--- config.mk ---
export PLATFORM = sky130hd
export DESIGN_NAME = keypad_scanner
export DESIGN_NICKNAME = d
export VERILOG_FILES = /design/src/rtl/calc_pkg.sv /design/src/rtl/keypad_sync.sv /design/src/rtl/keypad_scanner.sv
export SDC_FILE = /design/constraint.sdc
export NUM_CORES = 1
export LEC_CHECK = 0
export BUFFER_PORTS_ARGS = -buffer_cell sky130_fd_sc_hd__buf_2
export CAP_MARGIN = 10
export CORE_ASPECT_RATIO = 1.2
export CORE_MARGIN = 2
export CORE_UTILIZATION = 57
export CTS_CLUSTER_DIAMETER = 150
export CTS_CLUSTER_SIZE = 25
export DETAILED_ROUTE_END_ITERATION = 8
export GPL_ROUTABILITY_DRIVEN = 0
export PLACE_DENSITY = 0.78
export SYNTH_ARGS = -nofsm -noshare
export SYNTH_HDL_FRONTEND = slang
export SYNTH_SLANG_ARGS = --single-unit
--- constraint.sdc ---
create_clock -name clock -period 2.7 [get_ports clock]
set_input_delay 0.27 -clock clock [delete_from_list [all_inputs] [get_ports clock]]
set_output_delay 0.27 -clock clock [all_outputs]
set_load 0.02 [all_outputs]
--- src/rtl/calc_pkg.sv ---
// Shared definitions for the calculator keypad front end: keypad geometry,
// ALU opcode encoding, scanner FSM states and the decoded key classes.
package calc_pkg;

    localparam int ROWS = 6;
    localparam int COLS = 4;

    typedef enum logic [1:0] {
        OP_ADD = 2'b00,
        OP_SUB = 2'b01,
        OP_MUL = 2'b10
    } opcode_e;

    typedef enum logic [1:0] {
        ST_SCAN,
        ST_CONFIRM,
        ST_EMIT,
        ST_RELEASE
    } state_e;

    typedef enum logic [2:0] {
        KEY_NONE,
        KEY_HEX,
        KEY_OP,
        KEY_EQ,
        KEY_BS,
        KEY_CE
    } key_class_e;

    // One decoded key: what kind it is plus the payload for hex/operator keys.
    typedef struct packed {
        key_class_e cls;
        logic [3:0] hex;
        opcode_e    op;
    } key_t;

endpackage

--- src/rtl/keypad_sync.sv ---
// Two-flop synchroniser for asynchronous keypad rows. Resets to all ones,
// which is the idle (no key pressed) level of the pulled-up rows.
module keypad_sync #(
    parameter int WIDTH = 6
) (
    input  logic             clk_i,
    input  logic             rst_ni,
    input  logic [WIDTH-1:0] d_i,
    output logic [WIDTH-1:0] q_o
);

    logic [WIDTH-1:0] meta_q;
    logic [WIDTH-1:0] sync_q;

    // Shift the raw rows through two flops before anyone looks at them.
    always_ff @(posedge clk_i) begin
        // NOTE: non-blocking assignments let both stages sample their old
        // values on the same edge; blocking would collapse them into one flop.
        if (!rst_ni) begin
            meta_q <= '1;
            sync_q <= '1;
        end else begin
            meta_q <= d_i;
            sync_q <= meta_q;
        end
    end

    assign q_o = sync_q;

endmodule

--- src/rtl/keypad_scanner.sv ---
// 6x4 matrix keypad scanner with debounce. Drives one column low at a time,
// samples the synchronised rows once per column dwell, debounces press and
// release, and emits exactly one single-cycle event per physical press.
module keypad_scanner
    import calc_pkg::*;
#(
    parameter int CLK_DIV     = 1000,  // clocks per column dwell, >= 3
    parameter int DEB_SAMPLES = 4      // identical samples to accept, >= 1
) (
    input  logic       clock,
    input  logic       reset,
    input  logic [5:0] row_n,
    output logic [3:0] col_n,
    output logic       newhex,
    output logic [3:0] hexcode,
    output logic       newop,
    output logic [1:0] opcode,
    output logic       eq,
    output logic       BS,
    output logic       CE
);

    localparam int CNT_W = $clog2(CLK_DIV);
    localparam int DEB_W = $clog2(DEB_SAMPLES + 1);
    localparam logic [CNT_W-1:0] CNT_LAST = CNT_W'(CLK_DIV - 1);
    localparam logic [DEB_W-1:0] DEB_MAX  = DEB_W'(DEB_SAMPLES);

    logic [ROWS-1:0]  row_sync;
    logic [ROWS-1:0]  row_low;
    logic             sample;
    logic             one_low;
    logic [2:0]       sample_row;

    state_e           state_q,   state_d;
    logic [CNT_W-1:0] cnt_q,     cnt_d;
    logic [1:0]       col_q,     col_d;
    logic [DEB_W-1:0] deb_q,     deb_d;
    logic [2:0]       key_row_q, key_row_d;

    logic             emit_d;
    key_t             key_d;

    logic             newhex_q, newop_q, eq_q, bs_q, ce_q;
    logic [3:0]       hexcode_q;
    opcode_e          opcode_q;

    keypad_sync #(.WIDTH(ROWS)) u_sync (
        .clk_i  (clock),
        .rst_ni (reset),
        .d_i    (row_n),
        .q_o    (row_sync)
    );

    // Map a (row, column) position to the key it represents.
    function automatic key_t decode_key(input logic [2:0] row, input logic [1:0] col);
        key_t k;
        k = '{cls: KEY_NONE, hex: 4'h0, op: OP_ADD};
        if (row < 3'd4) begin
            k.cls = KEY_HEX;
            k.hex = {row[1:0], col};
        end else if (row == 3'd4) begin
            case (col)
                2'd0:    begin k.cls = KEY_OP; k.op = OP_ADD; end
                2'd1:    begin k.cls = KEY_OP; k.op = OP_SUB; end
                2'd2:    begin k.cls = KEY_OP; k.op = OP_MUL; end
                default: k.cls = KEY_EQ;
            endcase
        end else if (row == 3'd5) begin
            case (col)
                2'd0:    k.cls = KEY_BS;
                2'd1:    k.cls = KEY_CE;
                default: k.cls = KEY_NONE;
            endcase
        end
        return k;
    endfunction

    assign row_low = ~row_sync;
    assign sample  = (cnt_q == CNT_LAST);
    // Ghosting (two or more rows low) is treated the same as no key at all.
    assign one_low = (row_low != '0) && ((row_low & (row_low - 6'd1)) == '0);

    // Encode which row is low; only meaningful when exactly one is.
    always_comb begin
        sample_row = '0;
        for (int r = 0; r < ROWS; r++) begin
            if (row_low[r]) sample_row = 3'(r);
        end
    end

    // Next-state logic for the scan / confirm / emit / release sequence.
    always_comb begin
        // NOTE: every signal gets a default here so no path leaves one
        // unassigned, which would otherwise infer a latch.
        state_d   = state_q;
        cnt_d     = sample ? '0 : cnt_q + CNT_W'(1);
        col_d     = col_q;
        deb_d     = deb_q;
        key_row_d = key_row_q;

        case (state_q)
            ST_SCAN: begin
                if (sample) begin
                    if (one_low) begin
                        key_row_d = sample_row;
                        deb_d     = DEB_W'(1);
                        state_d   = (DEB_SAMPLES == 1) ? ST_EMIT : ST_CONFIRM;
                    end else begin
                        col_d = col_q + 2'd1;
                    end
                end
            end
            ST_CONFIRM: begin
                if (sample) begin
                    if (one_low && (sample_row == key_row_q)) begin
                        deb_d = deb_q + DEB_W'(1);
                        if (deb_d == DEB_MAX) state_d = ST_EMIT;
                    end else begin
                        state_d = ST_SCAN;
                        col_d   = col_q + 2'd1;
                    end
                end
            end
            ST_EMIT: begin
                state_d = ST_RELEASE;
                deb_d   = '0;
            end
            ST_RELEASE: begin
                if (sample) begin
                    deb_d = (row_low == '0) ? deb_q + DEB_W'(1) : '0;
                    if (deb_d == DEB_MAX) begin
                        state_d = ST_SCAN;
                        col_d   = col_q + 2'd1;
                        cnt_d   = '0;
                    end
                end
            end
            default: state_d = ST_SCAN;
        endcase
    end

    // The column is frozen while confirming, so col_q is the key's column.
    assign emit_d = (state_d == ST_EMIT);
    assign key_d  = decode_key(key_row_d, col_q);

    // Scanner state registers.
    always_ff @(posedge clock) begin
        if (!reset) begin
            state_q   <= ST_SCAN;
            cnt_q     <= '0;
            col_q     <= '0;
            deb_q     <= '0;
            key_row_q <= '0;
        end else begin
            state_q   <= state_d;
            cnt_q     <= cnt_d;
            col_q     <= col_d;
            deb_q     <= deb_d;
            key_row_q <= key_row_d;
        end
    end

    // Registered event pulses; they are high exactly during the EMIT cycle.
    always_ff @(posedge clock) begin
        if (!reset) begin
            newhex_q  <= 1'b0;
            newop_q   <= 1'b0;
            eq_q      <= 1'b0;
            bs_q      <= 1'b0;
            ce_q      <= 1'b0;
            hexcode_q <= '0;
            opcode_q  <= OP_ADD;
        end else begin
            newhex_q <= emit_d && (key_d.cls == KEY_HEX);
            newop_q  <= emit_d && (key_d.cls == KEY_OP);
            eq_q     <= emit_d && (key_d.cls == KEY_EQ);
            bs_q     <= emit_d && (key_d.cls == KEY_BS);
            ce_q     <= emit_d && (key_d.cls == KEY_CE);
            if (emit_d && (key_d.cls == KEY_HEX)) hexcode_q <= key_d.hex;
            if (emit_d && (key_d.cls == KEY_OP))  opcode_q  <= key_d.op;
        end
    end

    assign col_n   = ~(4'b0001 << col_q);
    assign newhex  = newhex_q;
    assign hexcode = hexcode_q;
    assign newop   = newop_q;
    assign opcode  = opcode_q;
    assign eq      = eq_q;
    assign BS      = bs_q;
    assign CE      = ce_q;

endmodule

==> results of run 1 <==
layout make-up:
| cell class | instances | area [µm²] |
|---|---|---|
| Sequential cell | 43 | 861 |
| Inverter | 12 | 45.0 |
| Timing Repair Buffer | 24 | 125 |
| Multi-Input combinational cell | 163 | 1120 |
| Clock inverter | 3 | 43.8 |
| Clock buffer | 5 | 68.8 |
| Tap cell | 39 | 48.8 |
| Fill cell | 310 | 1230 |
worst max-delay path, stage by stage (launching register included):
cell,delay [ns]
dfxtp_1,0.46
inv_1,0.12
ha_1,0.25
or3b_2,0.48
o311ai_0,0.43
a21oi_1,0.22
a22o_1,0.26
Yosys cell counts, types with 3 or more instances:
library cell / instances
inv_1: 12
mux2i_1: 5
nor4_1: 4
nor2_1: 17
ha_1: 9
nand2_1: 15
nor3_1: 4
nand4_1: 5
o21ai_0: 8
and3_1: 4
xnor2_1: 6
or3_1: 3
xor2_1: 4
a21oi_1: 7
a31oi_1: 4
clkbuf_1: 3
dfxtp_1: 43
nand2b_1: 19
nand3_1: 11
o2bb2ai_1: 3
path summary, 6_finish.rpt:
check	from	end	slack [ns]
max	col_q[0]$_SDFFE_PN0P_	hexcode[0]$_SDFFE_PN0P_	0.38
min	row_n[3]	u_sync.meta_q[3]$_SDFF_PN1_	0.15
max reg2reg	col_q[0]$_SDFFE_PN0P_	hexcode[0]$_SDFFE_PN0P_	0.38
min reg2reg	u_sync.meta_q[4]$_SDFF_PN1_	u_sync.q_o[4]$_SDFF_PN1_	0.41
logic make-up after synthesis:
| group | Yosys count |
|---|---|
| mux | 5 |
| xor+xnor | 10 |
| fa+ha+maj | 9 |
| flops | 43 |
| buf+inv | 19 |
| compound gates | 37 |
| simple gates | 102 |
per-stage QoR:
step / instances / util [%] / setup slack (ns)
2_1_floorplan: 225 / - / 0.626
3_3_place_gp: 281 / 62.1 / 0.388
3_5_place_dp: 281 / 62.1 / 0.366
4_1_cts: 289 / 65.3 / 0.355
5_1_grt: 289 / 65.3 / 0.167
6_report: 289 / 65.3 / 0.375
flip-flops by register name, indices dropped and copies added, names as in the netlist:
name           flops
deb_q              3
opcode             2
key_row_q          3
CE                 1
newhex             1
u_sync.meta_q      6
u_sync.q_o         6
newop              1
col_q              2
eq                 1
hexcode            4
BS                 1
cnt_q             10
state_q            2
metal layers:
layer	GRT usage, %	up-vias	wire (µm)	part of all wire [%]
li1	-	853	-	-
met1	26.4	755	1740	45
met2	34.1	43	1890	49
met3	3.70	8	158	4.1
met4	9.60	0	66	1.7
met5	0	-	0	0
where the power goes:
group          internal, mW  switching [mW]
clock                 0.275           0.215
combinational        0.0295          0.0407
sequential            0.646         0.00961
==> key figures, run 1 <==
Status
  – Status: finished clean

Route
  – Routed Antenna Nets: 0
  – Via count: 1659
  – Total Wirelength: 3.86 mm
  – Drt wl/cell: 13.3 µm
  – Drt pass-1 iters: 4
  – Drt drc: 0
  – Via density: 5.74
  – Detailed Route Iter0 Violations: 81

Logic synthesis
  – Simple-Gate Fraction of Synth Area: 28.8%
  – Async set-or-reset flop fraction in the synthesized netlist: 0%
  – Mux cell area share after synthesis: 2.42%
  – Post-synth EDFFs: 0
  – Compound-Gate Fraction of Synth Area: 13.4%
  – Post-synth net total: 242
  – Synth Warn #: 0
  – XOR/XNOR share of the synthesized area: 4.23%
  – Adder-Cell Fraction of Synth Area: 5.44%
  – Sequential area share after synthesis: 41.6%
  – Post-synthesis cell type count: 54
  – Synth top area share: 41.6%
  – Largest cells by area after synthesis: dfxtp_1 (42%), nand2b_1 (5.7%), ha_1 (5.4%), nor2_1 (3.1%), nand2_1 (2.7%)
  – Synthesized flop and latch total: 43
  – Synth Cell Area: 2070 µm²
  – Largest family of logic cells by synthesized area: simple AND/OR/NAND/NOR gates
  – Mapped Avg Cell Area: 9.20 µm²
  – Post-Synthesis Cells: 225
  – Largest area contributor in the netlist: dfxtp_1
  – Post-synth top flop: dfxtp_1

Layout
  – Commonest non-fill, non-tap cell in the layout: dfxtp_1
  – Area Overhead vs Synth: 11.8%
  – Layout cell share with drive strength beyond 1: 16.0%
  – Commonest non-fill, non-tap cells in the layout: dfxtp_1 (43), buf_2 (22), nand2b_1 (19), nor2_1 (17), nand2_1 (15)
  – ANT cells: 0
  – Net count reported at finish: 266
  – Final Cell Area: 2310 µm²

Critical path
  – Crit. End Element: flop
  – CP Max Fanout: 7
  – Worst EP required: 2.89 ns
  – Setup crit start kind: flop
  – R2R depth: 6
  – Crit path arrival time: 2.52 ns
  – Setup Crit Path Kind: flop to flop

Min path
  – Hold path depth: 2
  – Min-Delay Path Class: primary input to flop

Power
  – Tot Pwr: 1.22 mW
  – Cell Pwr Density: 525 nW/µm²
  – Peak VDD IR: 320 µV
  – Leakage: 0.944 nW

Global route
  – Vias in the first global route: 1581
  – First-pass GRT wire length: 6.73 mm
  – Largest net degree at the start of global routing: 25
  – Total global-route track usage: 20.9%
  – Initial antenna violation count: 0
  – Remaining global-route overflow: 0

Placement
  – Port Buffers: 22
  – Post-place instance area: 2200 µm²
  – Placed wire-length estimate: 2.98 mm

Clock network
  – Clock buffer depth: 2
  – Root Driver: clkbuf_8
  – CTS tree: done
  – Reg clk slew, reported paths: 0.08 ns
  – Clock buffer count from CTS: 5
  – CTS Sinks: 43
  – Postcts setup bufs: 0
  – PostCTS Resize Cnt: 0
  – Hold buffers post-CTS: 0
  – Htree depth: 2
  – Later-pin clock latency in the skew report: 0.29 ns

Floorplan
  – I/O pin cnt: 23
  – Die X: 59.0 µm
  – Initial Util: 58.4%
  – Die ar.: 4130 µm²
  – Die extent in y: 70.0 µm
  – # rows: 24
  – Core Box Area: 3540 µm²

Timing
  – Worst slew pin tran: 0.481 ns
  – Hold WS: 0.152 ns
  – Min Tclk post-route: 2.32 ns
  – Max-slew violations: 0
  – Fmax: 0.430 GHz
  – Endpoints failing setup: 0
  – Relative slew margins: 67.9%
  – Total negative slack: 0 ns
  – RSZ-0062 raised after global routing: false
  – Final hold vios: 0
  – Final Skew: 0.00548 ns
  – Period utilization: 86.1%

Flow run
  – Max-cap viol count: 0
Power figures use the tool's default switching activity.
==> inputs of run 2 (changes only) <==
--- a/config.mk
+++ b/config.mk
@@ -9,4 +9,3 @@
 export CAP_MARGIN = 10
-export CORE_ASPECT_RATIO = 1.2
-export CORE_MARGIN = 2
+export CORE_ASPECT_RATIO = 0.6
 export CORE_UTILIZATION = 57
--- a/constraint.sdc
+++ b/constraint.sdc
@@ -3,2 +3,2 @@
 set_output_delay 0.27 -clock clock [all_outputs]
-set_load 0.02 [all_outputs]
+set_load 0.1 [all_outputs]
==> run 2 against run 1 <==
Worst setup slack lost 0.15 ns. Fmax shrank 5.9%. Non-clock buffer count grew 2. Global-route usage grew 2.3 points. Hold slack lost 0.00098 ns. Clock skew grew 0.0012 ns. Sequential power is essentially flat. Via count grew 0.60%. Largest cell class unchanged.
==> key figures, run 2 (same netlist as run 1, synthesis figures left out) <==
Route
  – Routed Antenna Nets: 0
  – Drt pass-1 iters: 4
  – Via density: 5.62
  – Detailed Route Iter0 Violations: 135
  – Total Wirelength: 4.12 mm
  – Drt drc: 0
  – Via count: 1669
  – Drt wl/cell: 13.9 µm

Timing
  – Min Tclk post-route: 2.47 ns
  – Final WS setup: 0.230 ns
  – Max-slew violations: 0
  – Worst slew pin tran: 0.581 ns
  – Fmax: 0.405 GHz
  – Total negative slack: 0 ns
  – Final Skew: 0.00668 ns
  – Endpoints failing setup: 0
  – Period utilization: 91.5%
  – RSZ-0062 raised after global routing: false
  – Final hold vios: 0
  – Relative slew margins: 61.1%

Placement
  – Pre-CTS setup slack: 0.286 ns
  – Port Buffers: 22
  – Placed wire-length estimate: 3.07 mm

Clock network
  – PostCTS Resize Cnt: 0
  – Clock buffer depth: 2
  – Postcts setup bufs: 0
  – CTS Sinks: 43
  – Htree depth: 2
  – Later-pin clock latency in the skew report: 0.29 ns
  – Reg clk slew, reported paths: 0.08 ns
  – Root Driver: clkbuf_8
  – Clock buffer count from CTS: 5
  – Hold buffers post-CTS: 0
  – CTS tree: done

Critical path
  – Crit. End Element: flop
  – Reg2reg setup slack: 0.23 ns
  – Worst EP required: 2.89 ns
  – CP endpoint: hexcode[0]$_SDFFE_PN0P_
  – Setup crit start kind: flop
  – Reg-to-Reg Start: col_q[0]$_SDFFE_PN0P_
  – R2R depth: 6
  – Critical Path Source: col_q[0]$_SDFFE_PN0P_
  – CP Max Fanout: 7
  – Crit path arrival time: 2.66 ns
  – Capturing point of the worst reg2reg path: hexcode[0]$_SDFFE_PN0P_
  – Setup Crit Path Kind: flop to flop

Layout
  – Final core occ: 69.6%
  – Register with the most flip-flops: cnt_q
  – Net count reported at finish: 268
  – ANT cells: 0
  – Max FFs per register: 10
  – Area Overhead vs Synth: 13.1%
  – Commonest non-fill, non-tap cell in the layout: dfxtp_1
  – Commonest non-fill, non-tap cells in the layout: dfxtp_1 (43), buf_2 (22), nand2b_1 (19), nor2_1 (17), nand2_1 (15)
  – Layout cell share with drive strength beyond 1: 16.7%

Min path
  – Min-Delay Path Class: primary input to flop

Flow run
  – Max-cap viol count: 0

Global route
  – Remaining global-route overflow: 0
  – First-pass GRT wire length: 6.80 mm
  – Total global-route track usage: 23.2%
  – Initial antenna violation count: 0
  – Vias in the first global route: 1429
  – Largest net degree at the start of global routing: 25

Floorplan
  – I/O pin cnt: 23
  – Die extent in y: 48.7 µm
  – Core Box Area: 3360 µm²
  – Initial Util: 61.6%
  – # rows: 16
  – Die ar.: 3890 µm²
  – Die X: 79.8 µm

Power
  – Cell Pwr Density: 527 nW/µm²
  – Leakage: 0.957 nW
  – Peak VDD IR: 380 µV

Status
  – Status: finished clean
run 2: final cells by class:
class / instances / area (µm²)
Clock buffer: 6 / 82.6
Tap cell: 45 / 56.3
Inverter: 12 / 45.0
Timing Repair Buffer: 26 / 140
Multi-Input combinational cell: 163 / 1120
Clock inverter: 2 / 35.0
Fill cell: 268 / 1020
Sequential cell: 43 / 861
run 2: critical path, stage by stage (launching register included):
cell and delay [ns]:
dfxtp_1 0.50, inv_1 0.13, ha_1 0.26, or3b_2 0.50, o311ai_0 0.48, a21oi_1 0.23
a22o_1 0.27
run 2: stage by stage:
stage / std cells / hold WS, ns / area [µm²] / total power [mW]
2_1_floorplan: 225 / 0.343 / 2070 / 0.723
3_3_place_gp: 289 / 0.389 / 2220 / 0.740
3_5_place_dp: 289 / 0.396 / 2220 / 0.740
4_1_cts: 297 / 0.148 / 2340 / 1.24
5_1_grt: 297 / 0.146 / 2340 / 1.29
6_report: 297 / 0.151 / 2340 / 1.23
run 2: layer usage:
layer	share of wire (%)	global-route usage, %	vias up
met5	0	0	-
met4	0.34	5.36	0
met3	6.8	7.55	2
met2	38	29.8	58
met1	55	36.6	747
li1	-	-	862
run 2: worst min-delay path by stage:
| stage | startpoint | endpoint | slack, ns | cells past startpoint |
|---|---|---|---|---|
| global placement | u_sync.meta_q[0]$_SDFF_PN1_ | u_sync.q_o[0]$_SDFF_PN1_ | 0.39 | 1 |
| global route | row_n[1] | u_sync.meta_q[1]$_SDFF_PN1_ | 0.15 | 2 |
| detailed placement | u_sync.meta_q[3]$_SDFF_PN1_ | u_sync.q_o[3]$_SDFF_PN1_ | 0.40 | 1 |
| CTS | row_n[0] | u_sync.meta_q[0]$_SDFF_PN1_ | 0.15 | 2 |
| finish | row_n[0] | u_sync.meta_q[0]$_SDFF_PN1_ | 0.15 | 2 |
| floorplan | reset | u_sync.meta_q[0]$_SDFF_PN1_ | 0.34 | 1 |
run 2: report_power, final:
| part | switching [mW] | internal [mW] | total [mW] |
|---|---|---|---|
| Combinational | 0.0415 | 0.0295 | 0.0710 |
| Clock | 0.209 | 0.299 | 0.508 |
| Sequential | 0.0101 | 0.646 | 0.656 |
==> inputs of run 3 (changes only) <==
- ABC_AREA: not set -> 1
==> run 3 against run 2 <==
Power down 5.6%. Clock-buffer cell count increased by 2. Global-route usage is 0.34 points higher. Flip-flop and latch count unchanged. Critical path depth rose by 7. Sequential share of layout area is 0.31 points lower. Non-clock buffer count is 4 lower. Die area grew 2.1%. Critical path type unchanged. Largest cell class unchanged.
==> key figures, run 3 <==
Min path
  – Hold_sp: row_n[0]
  – Min-Delay Path Class: primary input to flop

Critical path
  – CP Cell Sequence: ha_1, nand2_1, inv_1, nand3_1, nor2_1, nand4_1, nand2_1, nand2_4, nand4_1, nand3_2, nor2_4, nand2_1, nand2_1
  – Reg-to-Reg Start: cnt_q[0]$_SDFF_PN0_
  – Setup crit start kind: flop
  – CP Max Fanout: 10
  – CP top delay family: simple AND/OR/NAND/NOR gates
  – Setup Crit Path Kind: flop to flop
  – Cell repeated most along the worst path: nand2_1
  – Crit path arrival time: 2.36 ns
  – Critical Path Source: cnt_q[0]$_SDFF_PN0_
  – Crit. End Element: flop
  – Crit-path max cell delay: 0.35 ns
  – Worst EP required: 2.95 ns
  – Slowest cell on the critical path: dfxtp_1
  – Worst Path Buf+Inv: 1

Flow run
  – Max-cap viol count: 0

Clock network
  – Clock buffer depth: 2
  – Postcts setup bufs: 0
  – Htree depth: 2
  – CTS Sinks: 43
  – CTS tree: done
  – Hold buffers post-CTS: 0
  – Later-pin clock latency in the skew report: 0.30 ns
  – Reg clk slew, reported paths: 0.08 ns
  – Clock buffer count from CTS: 5
  – PostCTS Resize Cnt: 0
  – Root Driver: clkbuf_8

Route
  – Met2 routed wirelength: 1.51 mm
  – Drt pass-1 iters: 4
  – Drt wl/cell: 11.3 µm
  – WL met1: 2.19 mm
  – Routed Antenna Nets: 0
  – Routed wl met3: 225 µm
  – Detailed Route Iter0 Violations: 131
  – Total Wirelength: 3.99 mm
  – DR top layer: met4
  – Drt drc: 0
  – Via density: 5.12
  – Via count: 1802

Timing
  – Fmax: 0.472 GHz
  – Period utilization: 78.4%
  – RSZ-0062 raised after global routing: false
  – Total negative slack: 0 ns
  – Final Skew: 0.00522 ns
  – Final hold vios: 0
  – Min Tclk post-route: 2.12 ns
  – Max-slew violations: 0
  – Worst slew pin tran: 0.744 ns
  – Endpoints failing setup: 0
  – Relative slew margins: 50.4%

Logic synthesis
  – Synthesized flop and latch total: 43
  – Most common cell in the netlist: nand2_1
  – Sequential area share after synthesis: 40.7%
  – Post-synth net total: 298
  – Synth top cells by count: nand2_1 (48), dfxtp_1 (43), inv_1 (41)
  – Synth top area share: 40.7%
  – Largest area contributor in the netlist: dfxtp_1
  – Post-synth top flop: dfxtp_1
  – Mapped Avg Cell Area: 7.53 µm²
  – Post-Synthesis Cells: 281
  – Post-synthesis cell type count: 32
  – Synth Warn #: 0
  – Synth Cell Area: 2110 µm²
  – Post-synth EDFFs: 0
  – Async set-or-reset flop fraction in the synthesized netlist: 0%
  – Largest cells by area after synthesis: dfxtp_1 (41%), nand2_1 (8.5%), inv_1 (7.3%), nor2_1 (7.1%), ha_1 (5.3%)

Placement
  – Port Buffers: 22
  – Post-placement cell count: 344
  – Placed wire-length estimate: 3.09 mm

Global route
  – Total global-route track usage: 23.6%
  – Vias in the first global route: 1619
  – Remaining global-route overflow: 0
  – Initial antenna violation count: 0
  – Largest net degree at the start of global routing: 26
  – First-pass GRT wire length: 7.01 mm

Layout
  – Commonest non-fill, non-tap cells in the layout: nand2_1 (48), dfxtp_1 (43), inv_1 (41), nor2_1 (40), buf_2 (22)
  – Commonest non-fill, non-tap cell in the layout: nand2_1
  – Post-Layout Cell Count: 352
  – Final core occ: 69.4%
  – Register with the most flip-flops: cnt_q
  – Net count reported at finish: 323
  – ANT cells: 0
  – Layout cell share with drive strength beyond 1: 20.5%
  – Max FFs per register: 10
  – Area Overhead vs Synth: 11.7%

Power
  – Cell Pwr Density: 493 nW/µm²
  – Peak VDD IR: 280 µV
  – Leakage: 1.14 nW

Status
  – Status: finished clean

Floorplan
  – Core Box Area: 3400 µm²
  – Die X: 80.6 µm
  – # rows: 16
  – Die extent in y: 49.2 µm
  – Die ar.: 3970 µm²
  – Initial Util: 62.1%
  – I/O pin cnt: 23
-- run 3: path summary, 6_finish.rpt --
path	endpoint	slack, ns	cells after the start
setup / recovery	hexcode[0]$_SDFFE_PN0P_	0.58	13
hold / removal	u_sync.meta_q[0]$_SDFF_PN1_	0.15	2
setup reg to reg	hexcode[0]$_SDFFE_PN0P_	0.58	13
hold reg to reg	u_sync.q_o[4]$_SDFF_PN1_	0.41	1
-- run 3: area by class of cell --
cell class                      instances  area [µm²]
Inverter                               43         163
Multi-Input combinational cell        191        1070
Tap cell                               45        56.3
Sequential cell                        43         861
Timing Repair Buffer                   22         110
Clock buffer                            8         100
Fill cell                             303        1040
-- run 3: kinds of logic (layout without fill, tap and decap cells) --
group	Yosys count	in the layout	share of synthesized area, %
flops	43	43	40.7
fa+ha+maj	9	9	5.33
buf+inv	47	73	8.58
simple gates	152	152	36.4
compound gates	25	25	6.86
xor+xnor	5	5	2.07
-- run 3: per-stage QoR --
step | hold slack (ns) | total power [mW] | setup slack (ns) | instance area (µm²)
3_3_place_gp | 0.393 | 0.738 | 0.667 | 2260
6_report | 0.153 | 1.17 | 0.582 | 2360
5_1_grt | 0.143 | 1.21 | 0.304 | 2360
2_1_floorplan | 0.377 | 0.722 | 0.709 | 2110
4_1_cts | 0.145 | 1.18 | 0.582 | 2360
3_5_place_dp | 0.398 | 0.740 | 0.607 | 2260
-- run 3: layer usage --
metal,GRT usage (%),vias to the layer above
met5,0,-
met4,8.93,0
met3,6.17,8
met2,31.9,51
met1,35.2,796
li1,-,947
-- run 3: where the power goes --
group | internal, mW | leakage (nW) | switching [mW]
Sequential | 0.646 | 0.350 | 0.00848
Combinational | 0.0262 | 0.738 | 0.0444
Clock | 0.233 | 0.0515 | 0.208
Total | 0.905 | 1.14 | 0.260
